### src/rtl/bus_rr_arbiter.sv
// Round-robin arbiter for a shared 32-to-1 bus mux: drives Sel/Enable and holds
// each grant until the owner releases, drops its request or hits the burst limit.
//
//  state | meaning
//  IDLE  | no owner; arbitrate pending requests from Ptr upward
//  GRANT | Sel owns the bus; watch for release, count burst cycles
module bus_rr_arbiter #(
    parameter int MaxBurst = 16
) (
    input  logic        clock,
    input  logic        reset,
    input  logic [31:0] Req,
    input  logic        Last,
    output logic [31:0] Grant,
    output logic [4:0]  Sel,
    output logic        Enable,
    output logic        Busy
);

    localparam logic [0:0] IDLE  = 1'b0;
    localparam logic [0:0] GRANT = 1'b1;

    localparam logic [7:0] BurstLast = 8'(MaxBurst - 1);
    localparam bit         Limited   = (MaxBurst != 0);

    logic [0:0] state;
    logic [4:0] Ptr;
    logic [7:0] Cnt;

    logic       pickValid;
    logic [4:0] pickIdx;
    logic       relNow;

    // Scan from the highest offset down so the lowest offset from Ptr wins.
    function automatic logic [5:0] rrPick(input logic [31:0] req, input logic [4:0] ptr);
        logic [4:0] cand;
        logic [5:0] res;
        res = {1'b0, ptr};
        for (int i = 31; i >= 0; i--) begin
            cand = ptr + 5'(i);
            if (req[cand]) res = {1'b1, cand};
        end
        return res;
    endfunction

    assign {pickValid, pickIdx} = rrPick(Req, Ptr);

    assign relNow = !Req[Sel] || Last || (Limited && (Cnt == BurstLast));

    always_ff @(posedge clock or posedge reset) begin
        if (reset) begin
            state  <= IDLE;
            Ptr    <= 5'd0;
            Cnt    <= 8'd0;
            Grant  <= 32'd0;
            Sel    <= 5'd0;
            Enable <= 1'b0;
            Busy   <= 1'b0;
        end else begin
            case (state)
                IDLE: begin
                    if (pickValid) begin
                        Sel    <= pickIdx;
                        Grant  <= 32'd1 << pickIdx;
                        Enable <= 1'b1;
                        Busy   <= 1'b1;
                        Cnt    <= 8'd0;
                        state  <= GRANT;
                    end else begin
                        Grant  <= 32'd0;
                        Enable <= 1'b0;
                        Busy   <= 1'b0;
                    end
                end
                GRANT: begin
                    // All release causes collapse into one pointer advance.
                    if (relNow) begin
                        Grant  <= 32'd0;
                        Enable <= 1'b0;
                        Busy   <= 1'b0;
                        Ptr    <= Sel + 5'd1;
                        state  <= IDLE;
                    end else if (Cnt != 8'hFF) begin
                        Cnt <= Cnt + 8'd1;
                    end
                end
                default: begin
                    state  <= IDLE;
                    Grant  <= 32'd0;
                    Enable <= 1'b0;
                    Busy   <= 1'b0;
                end
            endcase
        end
    end

endmodule
### config.mk
export PLATFORM = sky130hd
export DESIGN_NAME = bus_rr_arbiter
export DESIGN_NICKNAME = d
export VERILOG_FILES = /design/src/rtl/bus_rr_arbiter.sv
export SDC_FILE = /design/constraint.sdc
export NUM_CORES = 1
export LEC_CHECK = 0
export BUFFER_PORTS_ARGS = -buffer_cell sky130_fd_sc_hd__buf_2
export CORE_MARGIN = 10
export CORE_UTILIZATION = 64
export CTS_BUF_LIST = sky130_fd_sc_hd__clkbuf_4 sky130_fd_sc_hd__clkbuf_8
export CTS_CLUSTER_SIZE = 20
export DETAILED_ROUTE_END_ITERATION = 8
export PLACE_DENSITY = 0.84
export SLEW_MARGIN = 20
export SYNTH_ARGS = -nofsm -noshare
export SYNTH_HDL_FRONTEND = slang
export SYNTH_SLANG_ARGS = --single-unit
### constraint.sdc
create_clock -name clock -period 6.7 [get_ports clock]
set_clock_uncertainty 0.05 [all_clocks]
set_input_delay 0.335 -clock clock [delete_from_list [all_inputs] [get_ports clock]]
set_output_delay 0.335 -clock clock [all_outputs]
set_load 0.005 [all_outputs]
==> flow_summary.yaml <==
timing:
  hold_viol: 0
  setup_viol: 0
  timing.fmax_mhz: 181
  layout_worst_path_cycle_share: 0.822
  final.min_clock_period_ps: 5510
  worst_slew_margin_rel: 0.257
  final.setup.worst_slack_ps: 1190
  hold-worst-slack_ps: 113
  fin_setup_tns_ps: 0
  grt_setup_unrepaired: "false"
  finalMaxSlewViolations: 0
  worstMarginPinSlew_ps: 1110
synthesis:
  synthFlopType: "dfrtp_1"
  post_synth_num_cell_types: 87
  synth_top_area_frac: 0.261
  avgSynthCellArea_um2: 9.70
  post_synth_edffs: 0
  synth_top_cells_by_area: "mux4_2, dfrtp_1, mux2i_1, mux2_2, a32o_1"
  synthesis.area_um2: 9330
  synth-seq-area-share: 0.140
  yosys_register_bits: 52
  async_reset_ff_frac: 1.00
  synth.largest_area_cell: "mux4_2"
  synth.yosys.warnings: 0
  cells_after_synthesis: 961
  mappedNetlistNets: 1009
job:
  max-cap-violations: 0
global_routing:
  grtUsageTotal: 0.359
  grt.overflow.total: 0
  pin_count_of_the_biggest_net_entering_global_routing: 56
  via_count_of_the_first_global_routing_pass: 9590
  grt_first_pass_wirelength_um: 56400
  number_of_antenna_violations_at_the_first_check_in_global_routing: 0
floorplan:
  die-width_um: 141
  design.core.area_um2: 14400
  floorplan.die.height_um: 141
  count_of_pins_on_the_block_boundary: 74
  die_area_um2: 19800
  std_cell_rows: 44
  initial_core_util: 0.647
place:
  post-place-ws_ps: 1390
  placement.io_buffers: 73
  gp_routability_congestion: 1.09
  dp_hpwl_um: 27100
setup_path:
  reg2reg_slack_ps: 1190
  startpoint: "Ptr[1]"
  worst_setup_path_start_kind: "flop"
  timing.reg2reg.worst_path_depth: 14
  rr_startpoint: "Ptr[1]"
  capture_point_of_the_worst_path: "Grant[25]"
  timing.critical_path.to_type: "flop"
  worst_ep_arrival_time_ps: 5670
  critical_path_class: "flop to flop"
  worst_path_required_time_ps: 6860
  crit-reg2reg-capture: "Grant[25]"
  worstPathMaxFanout: 22
clocking:
  clock_tree.buffer_depth: 2
  cts_made_buffers: 5
  holdBufCountCts: 0
  clk-insertion-delay-late_ps: 320
  post_cts_sizing_count: 0
  clkTransAtPathRegs_ps: 90
  cts_post_setup_buffers_inserted: 0
  cts_root_buffer: "clkbuf_8"
  tritoncts: "yes"
  cts.sinks: 52
  htree_num_levels: 2
finish:
  layout-drive-gt1-share: 0.295
  area.growth.synth_to_final_pct: 6.57
  num_antenna_cells: 0
  mostFrequentLayoutCells: "mux4_2, nand2_1, buf_2, mux2i_1, nor2_1"
  final_net_count: 1046
  layout.cells.most_common: "mux4_2"
min_path:
  timing.hold.worst.class: "input port to async pin"
detailed_routing:
  drt_pass1_iterations: 9
  routed_wl_um: 37000
  routed_wire_length_per_instance_um: 31.2
  drt_drc_violations_left: 0
  avgViaCountPerCell: 8.37
  vias: 9906
  drt.antenna.violating_nets: 0
  drt_iter0_drc: 1818
run_status:
  status: "finished, final reports clean"
==> worst min path at each step <==
stage	startpoint	end	slack (ps)
2_1_floorplan	Cnt[0]	Cnt[0]	430
6_report	reset	Cnt[7]	110
3_3_place_gp	Grant[3]	Grant[3]	420
5_1_grt	reset	Sel[4]	170
4_1_cts	reset	Sel[4]	250
3_5_place_dp	Grant[12]	Grant[12]	430
==> cells by family after synthesis <==
family                     synth area share
and+or+nand+nor                       0.143
AOI/OAI and AO/OA                     0.212
muxes                                 0.393
buffers and inverters                0.0495
DFF                                   0.140
xor gates and xnor gates             0.0456
adders and majority gates            0.0174
==> through the flow <==
stage / cell area (um2) / cells / util
6_report: 9940 / 1183 / 0.689
5_1_grt: 9940 / 1183 / 0.689
4_1_cts: 9940 / 1183 / 0.689
3_5_place_dp: 9820 / 1175 / 0.681
3_3_place_gp: 9820 / 1175 / 0.681
2_1_floorplan: 9330 / 961 / -
==> state kept, by name, indices dropped and copies added (netlist names) <==
signal,cells
Busy,1
Cnt,8
Grant,32
Ptr,5
Sel,5
state,1
==> cell usage after synthesis, types with 5 or more instances <==
| cell type | instances |
|---|---|
| o21a_1 | 10 |
| nand2_1 | 73 |
| a22oi_1 | 10 |
| o221ai_1 | 5 |
| buf_6 | 5 |
| nand4_1 | 10 |
| a211o_1 | 5 |
| o211ai_1 | 20 |
| ha_1 | 13 |
| dfrtp_1 | 52 |
| a31oi_1 | 9 |
| mux2_2 | 41 |
| mux2_1 | 7 |
| xor2_1 | 12 |
| clkbuf_1 | 40 |
| buf_2 | 24 |
| mux2i_1 | 69 |
| buf_4 | 7 |
| inv_1 | 13 |
| o2111ai_1 | 7 |
| o31ai_1 | 6 |
| nor4_1 | 6 |
| mux4_2 | 108 |
| o22ai_1 | 14 |
| buf_1 | 6 |
| o21ai_0 | 37 |
| nand3_1 | 28 |
| nand2b_1 | 9 |
| nor2_1 | 59 |
| xnor2_1 | 31 |
| nor3_1 | 18 |
| and2_1 | 9 |
| a211oi_1 | 7 |
| a21oi_1 | 32 |
| and3_1 | 14 |
| a32o_1 | 34 |
| nor2b_1 | 9 |
==> area by class of cell <==
type	count	area [um2]
sequential	52	1310
clock inverter	2	38.8
tap	184	230
multi-input combinational	811	7570
clock buffer	6	76.3
inverter	16	61.3
fill	1154	4480
timing repair buffer	112	658
==> worst max-delay path: stages (launching register included) <==
cell and delay [ps]:
dfrtp_2 420, inv_2 130, ha_1 610, buf_4 400, mux4_2 640, mux2i_1 510
mux4_2 550, and2_1 160, nor4bb_1 240, and4b_1 220, and4_1 300, a41o_1 440
nor2_1 110, and2_1 290, a32o_1 310
==> layer usage <==
layer,up-vias,part of all wire,global-route usage
li1,3986,-,-
met1,4775,0.34,0.442
met2,935,0.44,0.549
met3,210,0.14,0.105
met4,0,0.070,0.210
met5,-,0,0
Power is left out: the tool's default activity adds up to more than one toggle a clock period on the data nets, which glitch-free logic cannot reach.
